**config.mk**
```make
export PLATFORM = sky130hd
export DESIGN_NAME = flag_unit_flat
export DESIGN_NICKNAME = d
export VERILOG_FILES = /design/src/rtl/cpu_pkg.sv /design/src/rtl/flag_unit_if.sv /design/src/rtl/flag_mask_dec.sv /design/src/rtl/flag_unit.sv /design/src/flat_wrapper.sv
export SDC_FILE = /design/constraint.sdc
export NUM_CORES = 1
export LEC_CHECK = 0
export CAP_MARGIN = 5
export CORE_AREA = 2 2 39 41
export CTS_BUF_LIST = sky130_fd_sc_hd__clkbuf_8
export DETAILED_ROUTE_END_ITERATION = 8
export DIE_AREA = 0 0 41 43
export GPL_TIMING_DRIVEN = 0
export PLACE_DENSITY_LB_ADDON = 0.25
export SETUP_SLACK_MARGIN = 0.5
export SYNTH_ARGS = -nofsm -noshare
export SYNTH_HDL_FRONTEND = slang
export SYNTH_SLANG_ARGS = --single-unit
```
**constraint.sdc**
```tcl
create_clock -name clk -period 2.75 [get_ports clk]
set_clock_uncertainty 0.05 [all_clocks]
set_input_delay 0.55 -clock clk [delete_from_list [all_inputs] [get_ports clk]]
set_output_delay 0.55 -clock clk [all_outputs]
set_load 0.01 [all_outputs]
```
**src/rtl/cpu_pkg.sv**
```systemverilog
// Shared CPU definitions: opcode encodings, flag bit positions, update masks
// and the condition-code encodings consumed by CCodeEval.
package cpu_pkg;

  localparam int unsigned DATA_W = 16;
  localparam int unsigned OPC_W  = 4;
  localparam int unsigned FLAG_W = 3;
  localparam int unsigned CC_W   = 3;

  typedef logic [FLAG_W-1:0] nvz_t;

  // Flag bit positions within {N,V,Z}
  localparam int unsigned FLAG_N = 2;
  localparam int unsigned FLAG_V = 1;
  localparam int unsigned FLAG_Z = 0;

  // Opcodes
  localparam logic [OPC_W-1:0] OP_ADD    = 4'b0000;
  localparam logic [OPC_W-1:0] OP_SUB    = 4'b0001;
  localparam logic [OPC_W-1:0] OP_XOR    = 4'b0010;
  localparam logic [OPC_W-1:0] OP_RED    = 4'b0011;
  localparam logic [OPC_W-1:0] OP_SLL    = 4'b0100;
  localparam logic [OPC_W-1:0] OP_SRA    = 4'b0101;
  localparam logic [OPC_W-1:0] OP_ROR    = 4'b0110;
  localparam logic [OPC_W-1:0] OP_PADDSB = 4'b0111;
  localparam logic [OPC_W-1:0] OP_LW     = 4'b1000;
  localparam logic [OPC_W-1:0] OP_SW     = 4'b1001;
  localparam logic [OPC_W-1:0] OP_LLB    = 4'b1010;
  localparam logic [OPC_W-1:0] OP_LHB    = 4'b1011;
  localparam logic [OPC_W-1:0] OP_B      = 4'b1100;
  localparam logic [OPC_W-1:0] OP_BR     = 4'b1101;
  localparam logic [OPC_W-1:0] OP_PCS    = 4'b1110;
  localparam logic [OPC_W-1:0] OP_HLT    = 4'b1111;

  // Flag update masks {mN,mV,mZ}
  localparam nvz_t MASK_ALL  = 3'b111;
  localparam nvz_t MASK_Z    = 3'b001;
  localparam nvz_t MASK_NONE = 3'b000;

  // Condition-code encodings evaluated by CCodeEval
  localparam logic [CC_W-1:0] CC_NEQ  = 3'b000;
  localparam logic [CC_W-1:0] CC_EQ   = 3'b001;
  localparam logic [CC_W-1:0] CC_GT   = 3'b010;
  localparam logic [CC_W-1:0] CC_LT   = 3'b011;
  localparam logic [CC_W-1:0] CC_GTE  = 3'b100;
  localparam logic [CC_W-1:0] CC_LTE  = 3'b101;
  localparam logic [CC_W-1:0] CC_OVFL = 3'b110;
  localparam logic [CC_W-1:0] CC_UNC  = 3'b111;

endpackage

```
**src/rtl/flag_unit_if.sv**
```systemverilog
// EX-stage to flag register bundle.
//   master: drives EX instruction info and pipeline controls, reads flags.
//   slave : the flag unit; consumes controls, drives nvz/nvz_fwd/shadow_nvz.
interface flag_unit_if;
  import cpu_pkg::*;

  logic              ex_valid;
  logic [OPC_W-1:0]  ex_opcode;
  logic [DATA_W-1:0] alu_out;
  logic              alu_ovfl;
  logic              stall;
  logic              flush;
  logic              save;
  logic              restore;
  nvz_t              nvz;
  nvz_t              nvz_fwd;
  nvz_t              shadow_nvz;

  modport master (
    output ex_valid, ex_opcode, alu_out, alu_ovfl, stall, flush, save, restore,
    input  nvz, nvz_fwd, shadow_nvz
  );

  modport slave (
    input  ex_valid, ex_opcode, alu_out, alu_ovfl, stall, flush, save, restore,
    output nvz, nvz_fwd, shadow_nvz
  );

endinterface

```
**src/rtl/flag_mask_dec.sv**
```systemverilog
// Opcode to {mN,mV,mZ} flag update mask, purely combinational.
//   opcode_i : instruction opcode
//   mask_o   : flags written by that opcode
module flag_mask_dec
  import cpu_pkg::*;
(
  input  logic [OPC_W-1:0] opcode_i,
  output nvz_t             mask_o
);

  always_comb begin
    mask_o = MASK_NONE;
    unique case (opcode_i)
      OP_ADD, OP_SUB:                 mask_o = MASK_ALL;
      OP_XOR, OP_SLL, OP_SRA, OP_ROR: mask_o = MASK_Z;
      default:                        mask_o = MASK_NONE;
    endcase
  end

endmodule

```
**src/rtl/flag_unit.sv**
```systemverilog
// Condition-code register stage: captures N/V/Z from the EX ALU result under
// a per-opcode mask, holds across stalls, ignores flushed instructions, and
// keeps a one-entry shadow for save/restore around traps.
//   clk, rst_n : clock, async active-low reset
//   bus        : flag_unit_if.slave (EX info, controls, nvz/nvz_fwd/shadow_nvz)
module flag_unit
  import cpu_pkg::*;
(
  input  logic        clk,
  input  logic        rst_n,
  flag_unit_if.slave  bus
);

  nvz_t nvz_q, nvz_d;
  nvz_t shadow_q, shadow_d;
  nvz_t mask;
  nvz_t new_nvz;
  nvz_t upd_nvz;
  logic upd;

  flag_mask_dec u_mask_dec (
    .opcode_i (bus.ex_opcode),
    .mask_o   (mask)
  );

  // Candidate flag values from the EX result
  always_comb begin
    new_nvz         = '0;
    new_nvz[FLAG_N] = bus.alu_out[DATA_W-1];
    new_nvz[FLAG_V] = bus.alu_ovfl;
    new_nvz[FLAG_Z] = (bus.alu_out == '0);
  end

  assign upd = bus.ex_valid & ~bus.stall & ~bus.flush;

  // Per-bit select keeps an X result out of unmasked bits
  always_comb begin
    upd_nvz = nvz_q;
    for (int unsigned i = 0; i < FLAG_W; i++) begin
      upd_nvz[i] = (upd && mask[i]) ? new_nvz[i] : nvz_q[i];
    end
  end

  // Restore wins over any EX update; save captures the pre-edge flags
  always_comb begin
    nvz_d    = bus.restore ? shadow_q : upd_nvz;
    shadow_d = bus.save ? nvz_q : shadow_q;
  end

  always_ff @(posedge clk or negedge rst_n) begin
    if (!rst_n) begin
      nvz_q    <= '0;
      shadow_q <= '0;
    end else begin
      nvz_q    <= nvz_d;
      shadow_q <= shadow_d;
    end
  end

  assign bus.nvz        = nvz_q;
  assign bus.nvz_fwd    = nvz_d;
  assign bus.shadow_nvz = shadow_q;

endmodule

```
**src/flat_wrapper.sv**
```systemverilog
// flat-port wrapper written by rule: the top's interface ports become plain ports
module flag_unit_flat import cpu_pkg::*;
  (clk, rst_n, bus_ex_valid, bus_ex_opcode, bus_alu_out, bus_alu_ovfl, bus_stall, bus_flush, bus_save, bus_restore, bus_nvz, bus_nvz_fwd, bus_shadow_nvz);
  flag_unit_if bus_i ();
  input  logic clk;
  input  logic rst_n;
  input wire logic [$bits(bus_i.ex_valid)-1:0] bus_ex_valid;
  input wire logic [$bits(bus_i.ex_opcode)-1:0] bus_ex_opcode;
  input wire logic [$bits(bus_i.alu_out)-1:0] bus_alu_out;
  input wire logic [$bits(bus_i.alu_ovfl)-1:0] bus_alu_ovfl;
  input wire logic [$bits(bus_i.stall)-1:0] bus_stall;
  input wire logic [$bits(bus_i.flush)-1:0] bus_flush;
  input wire logic [$bits(bus_i.save)-1:0] bus_save;
  input wire logic [$bits(bus_i.restore)-1:0] bus_restore;
  output wire logic [$bits(bus_i.nvz)-1:0] bus_nvz;
  output wire logic [$bits(bus_i.nvz_fwd)-1:0] bus_nvz_fwd;
  output wire logic [$bits(bus_i.shadow_nvz)-1:0] bus_shadow_nvz;
  assign bus_i.ex_valid = bus_ex_valid;
  assign bus_i.ex_opcode = bus_ex_opcode;
  assign bus_i.alu_out = bus_alu_out;
  assign bus_i.alu_ovfl = bus_alu_ovfl;
  assign bus_i.stall = bus_stall;
  assign bus_i.flush = bus_flush;
  assign bus_i.save = bus_save;
  assign bus_i.restore = bus_restore;
  assign bus_nvz = bus_i.nvz;
  assign bus_nvz_fwd = bus_i.nvz_fwd;
  assign bus_shadow_nvz = bus_i.shadow_nvz;
  flag_unit u_core (.clk(clk), .rst_n(rst_n), .bus(bus_i));
endmodule
```
==> results by stage, run 1 <==
Status:
- The run finished with clean final reports.

Cells and area:
- In the final design database the tool counted a little under 100 nets.
- The number of filler cells placed in the layout is 122.
- The count of inserted antenna diode cells is 0.
- The area growth from synthesis to layout is 152%.
- The count of placed standard cells in the final layout, fillers left out is 84.
- The fraction of layout cells with a size suffix above 1 is 38.2%.

Die:
- The height of the chip is 43 µm.
- The initial utilization of the core area, before any placement, comes to between 20% and 30%.
- The total area inside the core boundary comes to 1380 µm².
- The die covers between 1500 and 2000 µm².
- The die is a little over 40 µm wide.
- 37 I/O pins were placed.
- The floorplan has 14 rows.

Routing:
- The remaining number of nets flagged by the antenna check after routing is 0.
- After the first detailed-routing iteration, the DRC count stood at 3.
- The first detailed-routing pass ran for 2 iterations.
- The overall routed net length is about 1100 µm.
- Detailed routing inserted a total of roughly 400 vias.
- Dividing the detail-routed wire length by the instance count gives 12.9 µm.
- In the routed design, unresolved DRC markers number 0.
- The ratio of routed vias to standard cells is approximately 4.7.

CTS:
- Hold repair after CTS inserted 0 buffers.
- The maximum clock insertion buffer count is 2.
- The buffer cell driving the clock tree root is clkbuf_8.
- The TritonCTS clock tree is built.
- The H-tree depth is 1.
- The clock reaches the later pin of the worst-skew pair after 220 ps.
- The clock transition at the registers of the reported paths is 30 ps.
- The number of sinks handled by clock tree synthesis is 6.
- Clock tree synthesis inserted a total of 3 buffers.

Worst setup path:
- The arrival time at the worst endpoint is 2100 ps.
- Along the worst path, the maximum fanout reaches 2.
- The kind of end point of the critical path is an output port.
- The element type at the critical path start is a primary input.
- For the worst setup path, the data required time is 2150 ps.
- The classification of the worst setup path is in -> out.
- The minimum setup slack among reg-to-reg paths is 1510 ps.
- The largest individual stage delay along the critical path comes from the cell or4b_4.
- Walking the worst path, the cells encountered are buf_6 -> or4b_4 -> nor3_4 -> mux2_4 -> mux2_4 -> buf_6.
- The largest single stage delay on the critical path is 540 ps.

STA:
- Headroom to the max-slew limit came out at a little over 80%.
- Across all hold checks on the routed design, the worst slack comes to 485 ps.
- The final clock period utilization by the worst path is a little over nine tenths.
- The number of pins with negative max-slew slack in the final report was 0.
- Setup repair after global routing could not meet its margin everywhere.
- The setup violation total in the final timing report is 0.
- After layout, the minimum clock period comes to between 2000 and 3000 ps.
- The minimum setup slack in the final design is between 50 and 60 ps.
- Static timing analysis puts the maximum clock frequency at between 0.3 and 0.4 GHz.
- The final hold violation count is 0.
- The actual transition at the worst max-transition pin is between 200 and 300 ps.

Global routing:
- Entering global routing, the biggest net connects 7 pins.
- The first global-routing pass estimated 1670 µm of wire.
- The overall global routing resource usage is 14.4%.
- The met1 layer usage reported by global route is 18.8%.
- The met3 usage is 3.66%.
- The met2 usage in global routing is between 10% and 20%.
- The initial antenna violation count was 0.
- The via count of the first global-routing pass was about 420.
- After global routing the overflow that remains totals 0.
- The busiest layer in global routing is met2.

Placed design:
- In this run the tool buffered the top-level ports with 36 buffer cells.
- The pre-CTS setup slack is -629 ps.
- The cell total after placement is 78.
- The total half-perimeter wirelength after legalization and detailed placement is 803 µm.
- The weighted congestion at the end of routability-driven global placement is 0.690.

Yosys:
- Counting flops and latches in the post-synthesis netlist gives 6.
- The mean instance size in the synthesized netlist is between 10 and 15 µm².
- The adder-cell area share of the yosys netlist is 0%.
- The count of synthesis-stage warnings from yosys is 0.
- After synthesis, the largest family of logic cells by area is multiplexers.
- Synthesis instantiated 13 different standard cells from the library.
- The share of synthesized area occupied by flip-flops and latches is 46.5%.
- Of the total synthesized cell area, the portion taken by AND, OR, NAND and NOR gates is 23.3%.
- Of the post-synthesis cell area, the part taken by muxes is 24.4%.
- Synthesis produced 26 cells.
- The post-synthesis compound-gate area fraction is 5.81%.
- After synthesis the cells add up to 323 µm².
- The xor-xnor portion of the synthesized cell area is 0%.
- The number of nets in the synthesized netlist is between 50 and 60.

Power:
- The proportion of power drawn by the clock network is 32.3%.
- The power share of the sequential group is 29.0%.
- Power spread over the standard cell area amounts to 495 nW/µm².
- In this run the static leakage power is between 0.3 and 0.4 nW.
- The combinational cell fraction of total power is 38.7%.
- The switching power summed over all nets is 94.5 µW.
- The internal power consumption is 307 µW.
- VDD sags by at most 0.282 mV.
- The switching power as a share of total power is 23.5%.

Hold path:
- The type of the most critical hold path is reg -> reg.

Flow run:
- Max-cap violations in this run came to 0.
==> area by class of cell <==
cell class,instances,area [µm²],share of cell area (%)
repair buffers,39,383,47.1
clock buffers,3,41.3,5.08
well taps,16,20.0,2.47
flip-flops and latches,6,150,18.5
multi-input cells,20,218,26.8
==> cells in the final DEF, fill, tap and decap left out, drive strengths merged, types with 2 or more instances in the layout <==
cell	netlist	final
nand2	2	2
dfrtp	6	6
clkbuf	0	3
mux2	7	7
dlygate4sd2	0	4
buf	0	9
clkdlybuf4s50	0	25
nor4	3	3
nor3	2	2
==> final timing paths <==
kind                                           from                       end  cells after the start
setup / recovery                   bus_ex_opcode[3]            bus_nvz_fwd[1]                      6
max in group asynchronous                     rst_n         u_core.bus.nvz[1]                      1
hold / removal             u_core.bus.shadow_nvz[1]  u_core.bus.shadow_nvz[1]                      1
setup reg to reg                  u_core.bus.nvz[1]         u_core.bus.nvz[1]                      3
hold reg to reg            u_core.bus.shadow_nvz[1]  u_core.bus.shadow_nvz[1]                      1
min in group asynchronous                     rst_n         u_core.bus.nvz[2]                      1
==> power groups by stage <==
stage	Clock [mW]	Sequential, mW	Combinational, mW
final	0.130	0.117	0.155
after global routing	0.140	0.119	0.168
after CTS	0.132	0.117	0.151
after detailed placement	0	0.117	0.138
after global placement	0	0.117	0.136
after floorplan	0	0.124	0.0355
==> cell families after synthesis <==
| group | after synthesis |
|---|---|
| multiplexers | 7 |
| AO/OA/AOI/OAI | 3 |
| AND/OR/NAND/NOR | 10 |
| flip-flops | 6 |
==> worst max-delay path: cells and delay by family <==
family | cells | cell delay [ps]
and+or+nand+nor | 2 | 730
muxes | 2 | 600
buffers and inverters | 2 | 210
==> per-stage QoR <==
| stage | power [mW] | instance area [µm²] | TNS, ps | util (%) |
|---|---|---|---|---|
| after floorplan | 0.159 | 330 | 0 | - |
| after global placement | 0.253 | 711 | -1600 | 51.4 |
| after detailed placement | 0.256 | 711 | -1620 | 51.4 |
| after CTS | 0.400 | 768 | -33.0 | 55.5 |
| after global routing | 0.426 | 812 | 0 | 58.7 |
| final | 0.402 | 812 | 0 | 58.7 |
==> registers in the layout (all words and copies together) (netlist names) <==
name,cells
u_core.bus.nvz,3
u_core.bus.shadow_nvz,3
==> per-layer routing <==
| metal | vias to the layer above | routed length (µm) |
|---|---|---|
| li1 | 186 | - |
| met1 | 175 | 423 |
| met2 | 30 | 495 |
| met3 | 4 | 129 |
| met4 | 0 | 31 |
| met5 | - | 0 |
==> synthesized netlist by cell type <==
cell | count | share of area (%)
nor3_4 | 1 | 5.0
mux2_1 | 2 | 7.0
o21ai_0 | 1 | 1.5
mux2_2 | 5 | 17
a21oi_1 | 1 | 1.5
nand2_1 | 2 | 2.3
dfrtp_1 | 6 | 47
or4b_4 | 1 | 4.3
or4_1 | 1 | 2.3
nor4_1 | 3 | 5.8
a31o_2 | 1 | 2.7
nor3_1 | 1 | 1.5
nand2b_1 | 1 | 1.9
==> what timing repair did <==
| action | CTS | global route |
|---|---|---|
| pin swaps | 5 | 6 |
| hold endpoints to repair | 0 | 0 |
| setup buffers | 2 | 1 |
| resized for setup | 34 | 7 |
| setup endpoints to repair | 4 | 3 |
(Power assumes the default switching activity.)
==> run 2, diff against run 1 <==
--- a/config.mk
+++ b/config.mk
@@ -8,6 +8,7 @@
 export CAP_MARGIN = 5
 export CORE_AREA = 2 2 39 41
 export CTS_BUF_LIST = sky130_fd_sc_hd__clkbuf_8
+export CTS_CLUSTER_DIAMETER = 100
 export DETAILED_ROUTE_END_ITERATION = 8
 export DIE_AREA = 0 0 41 43
 export GPL_TIMING_DRIVEN = 0
==> results of run 2 <==
The final DEF is identical to that of run 1; final timing and power are the same.
==> run 3, diff against run 2 <==
--- a/config.mk
+++ b/config.mk
@@ -5,12 +5,13 @@
 export SDC_FILE = /design/constraint.sdc
 export NUM_CORES = 1
 export LEC_CHECK = 0
+export ABC_AREA = 1
 export CAP_MARGIN = 5
-export CORE_AREA = 2 2 39 41
+export CORE_MARGIN = 1
+export CORE_UTILIZATION = 31
 export CTS_BUF_LIST = sky130_fd_sc_hd__clkbuf_8
 export CTS_CLUSTER_DIAMETER = 100
 export DETAILED_ROUTE_END_ITERATION = 8
-export DIE_AREA = 0 0 41 43
 export GPL_TIMING_DRIVEN = 0
 export PLACE_DENSITY_LB_ADDON = 0.25
 export SETUP_SLACK_MARGIN = 0.5
==> run 3 against run 2 <==
Critical path depth grew 3. Clock power about the same. Design area rose by 4.5%. Fmax increased by 26%. Worst setup slack improved by 550 ps. Synthesized cell count increased by 120%. Sequential cell count stayed put. Cell count rose by 33%. Largest cell class unchanged.
==> results by stage, run 3 <==
Status:
- The flow ran to the end, and the final reports show no timing, DRC or antenna violations.

CTS:
- The clock insertion delay at the later pin of the skew report is 220 ps (about the same).
- The H-tree depth is 1 (unchanged).
- The buffer cell driving the clock tree root is clkbuf_8.
- The cts-stage hold buffer count is 0 (unchanged).
- The number of sinks handled by clock tree synthesis is 6 (unchanged).
- The clock transition at the registers of the reported paths is 30 ps (about the same).
- The TritonCTS clock tree is built.
- The maximum clock insertion buffer count is 2 (unchanged).
- The number of buffers inserted during clock tree synthesis is 3 (unchanged).

Routing:
- The remaining number of nets flagged by the antenna check after routing was 0 (unchanged).
- The number of violations reported at the end of detailed-routing iteration 0 is 8 (+5).
- The post-detailed-route wirelength per cell was 9.64 µm (-25%).
- The ratio of routed vias to standard cells is 4.25 (-9.6%).
- The overall routed net length is 1080 µm (unchanged).
- The routed via count is 476 (+21%).
- The total DRC errors in the routed layout is 0 (unchanged).
- The number of detailed-routing iterations run before antenna repair is 4 (+2).

Power:
- The power per standard cell area is 474 nW/µm² (-4.3%).
- The leakage power is 0.458 nW (+34%).
- The worst voltage drop across the vdd grid is 0.354 mV (+26%).

Yosys:
- The number of flip-flops and latches in the synthesized netlist is 6 (unchanged).
- The unique cell type count in the Yosys netlist is 12 (-1).
- The most used flip-flop cell after synthesis is dfrtp_1.
- The post-synthesis instance area came to 403 µm² (+25%).
- The post-synthesis instance total is 58 (+120%).
- The async set-reset flop share out of synthesis is 100% (unchanged).
- By area the synthesized netlist is led by dfrtp_1 37%, nand2_1 18%, nor2_1 14%.
- dfrtp_1 takes more of the synthesized area than any other cell.
- The mean instance size in the synthesized netlist was 6.95 µm² (-44%).
- The count of synthesis-stage warnings from yosys was 0 (unchanged).
- The share of synthesized area occupied by flip-flops and latches is 37.3% (-9.2 points).
- Yosys instantiated no cell more often than nand2_1.
- The proportion of netlist area held by the largest area contributor is 37.3% (-9.2 points).
- The number of enable flip-flop cells after synthesis is 0 (unchanged).
- The net count after synthesis came to 86 (+59%).
- By count the netlist is led by 19 x nand2_1, 15 x nor2_1, 6 x dfrtp_1.

Cells and area:
- The most common library cell in the layout ignoring fill and taps is clkdlybuf4s50_1.
- The library cells used most frequently in the layout, excluding fill and tap cells, are 21 x clkdlybuf4s50_1, 17 x nand2_1, 14 x nor2_1.
- The fraction of layout cells with a size suffix above 1 was 18.4% (-20 points).
- The area of the multi-input gates is 208 µm² (-4.6%).
- The area taken by flip-flops and latches is 150 µm² (unchanged).
- The number of nets at the end of the flow is 128 (+31%).
- The final cell utilization of the core is 73.4% (+15 points).
- The area growth from synthesis to layout is 111%.
- The number of filler cells placed in the layout is 100 (-18%).
- The count of inserted antenna diode cells is 0 (unchanged).

Global routing:
- The initial antenna violation count is 0 (unchanged).
- The overall global routing resource usage is 16.7% (+2.3 points).
- The maximum number of pins on one net before global-route repair is 7 (unchanged).
- The via count of the first global-routing pass came to 454 (+7.3%).
- The remaining global-route overflow is 0 (unchanged).
- The first-pass GRT wire length is 1660 µm (-0.78%).

Worst setup path:
- The total buffers and inverters traversed by the critical path is 2 (unchanged).
- The peak fanout along the critical path came to 2 (unchanged).
- The element type at the critical path start is a primary input.
- The signal on the critical path passes through clkdlybuf4s50_1 -> nor2_1 -> nand2_1 -> nor2_1 -> nand2_1 -> nand2_1 -> nand2_1 -> nand2_2 -> buf_6.
- On the critical path, the stage with the largest delay is an instance of clkdlybuf4s50_1.
- The arrival time at the worst endpoint is 1550 ps (-550 ps).
- The most common cell type on the critical path is nand2_1.
- The worst path required time is 2150 ps (about the same).
- The critical path's largest stage delay is 410 ps (-130 ps).
- The critical path in this run is classified as in -> out.
- The family of cells with the greatest summed delay on the critical path is buffers and inverters.
- The worst setup path is captured at an output port.

STA:
- The aggregate negative setup slack was 0 ps (unchanged).
- The post-route minimum period is 2150 ps (-552 ps).
- The worst slew margin relative to its limit came to 80.4% (-2.1 points).
- The final clock period utilization by the worst path is 78.0% (-20 points).
- The setup violation total in the final timing report was 0 (unchanged).
- The maximum frequency from static timing analysis is 0.466 GHz (+26%).
- The final hold violation count is 0 (unchanged).
- Setup repair after global routing left no endpoint under its margin.
- The number of pins with negative max-slew slack in the final report came to 0 (unchanged).
- The actual transition at the worst max-transition pin is 294 ps (+32.1 ps).

Die:
- The height of the chip was 38.1 µm (-12%).
- The die width came to 38.1 µm (-7.2%).
- The row count is 12 (-2).
- The core region area came to 1160 µm² (-16%).
- The area of the die came to 1450 µm² (-18%).
- The I/O pin total came to 37 (unchanged).
- The initial core utilization is 34.8% (+12 points).

Placed design:
- The weighted congestion at the end of routability-driven global placement is 0.665 (-3.7%).
- The count of buffers from port buffering is 36 (unchanged).
- The total half-perimeter wirelength after legalization and detailed placement is 870 µm (+8.3%).

Hold path:
- In this run the worst hold path is classified as reg -> reg.

Flow run:
- The number of max-cap violations came to 0 (unchanged).
## run 3: per-layer routing
metal | vias up | track usage, % | wire length, µm
met5 | - | 0 | 0
li1 | 255 | - | -
met3 | 0 | 6.98 | 67
met2 | 14 | 30.5 | 581
met1 | 207 | 16.4 | 432
met4 | 0 | 6.25 | 0
## run 3: cell type report
type | count | share of cell area (%)
Timing Repair Buffer | 37 | 44.1
Multi-Input combinational cell | 44 | 24.5
Sequential cell | 6 | 17.7
Inverter | 8 | 6.78
Clock buffer | 3 | 4.87
Tap cell | 14 | 2.06
## run 3: worst reg2reg max path, delay by kind of cell (launching register included)
family        cells  cell delay [ps]
buf+inv           1              130
flops             1              390
simple gates      4              280
## run 3: through the flow
| stage | worst slack, ps | instances | hold slack [ps] | power (mW) | instance area, µm² |
|---|---|---|---|---|---|
| after floorplan | 1070 | 58 | 204 | 0.175 | 403 |
| after global placement | 92.7 | 108 | 455 | 0.272 | 781 |
| after detailed placement | 84.2 | 108 | 453 | 0.274 | 781 |
| after CTS | 525 | 111 | 466 | 0.396 | 807 |
| after global routing | 508 | 112 | 486 | 0.427 | 848 |
| final | 604 | 112 | 458 | 0.402 | 848 |
## run 3: what timing repair did
action,4_1_cts,5_1_grt
gates resized for setup,17,12
buffers inserted,0,1
pin swaps,7,15
endpoints found under the setup margin,3,3
## run 3: power by group
group | switching, mW | internal [mW] | leakage (nW)
Clock | 0.0343 | 0.0937 | 0.0216
Combinational | 0.0552 | 0.102 | 0.364
Sequential | 0.0111 | 0.106 | 0.0728
Total | 0.101 | 0.301 | 0.458
## run 3: final timing paths
check / startpoint / endpoint / slack (ps) / cells after the start
worst max-delay path: bus_alu_out[7] / bus_nvz_fwd[0] / 600 / 9
worst min-delay path: u_core.bus.shadow_nvz[0] / u_core.bus.shadow_nvz[0] / 460 / 1
worst max register to register: u_core.bus.nvz[0] / u_core.bus.nvz[0] / 1800 / 5
worst min register to register: u_core.bus.shadow_nvz[0] / u_core.bus.shadow_nvz[0] / 460 / 1
max in group asynchronous: rst_n / u_core.bus.nvz[0] / 1890 / 1
min in group asynchronous: rst_n / u_core.bus.nvz[1] / 530 / 1
## run 3: cells by family (layout without fill, tap and decap cells)
group           Yosys count  in the layout  synth area share, %
simple gates             41             41                 43.2
flops                     6              6                 37.3
buf+inv                   8             48                 14.3
mux                       1              1                 2.79
compound gates            2              2                 2.48
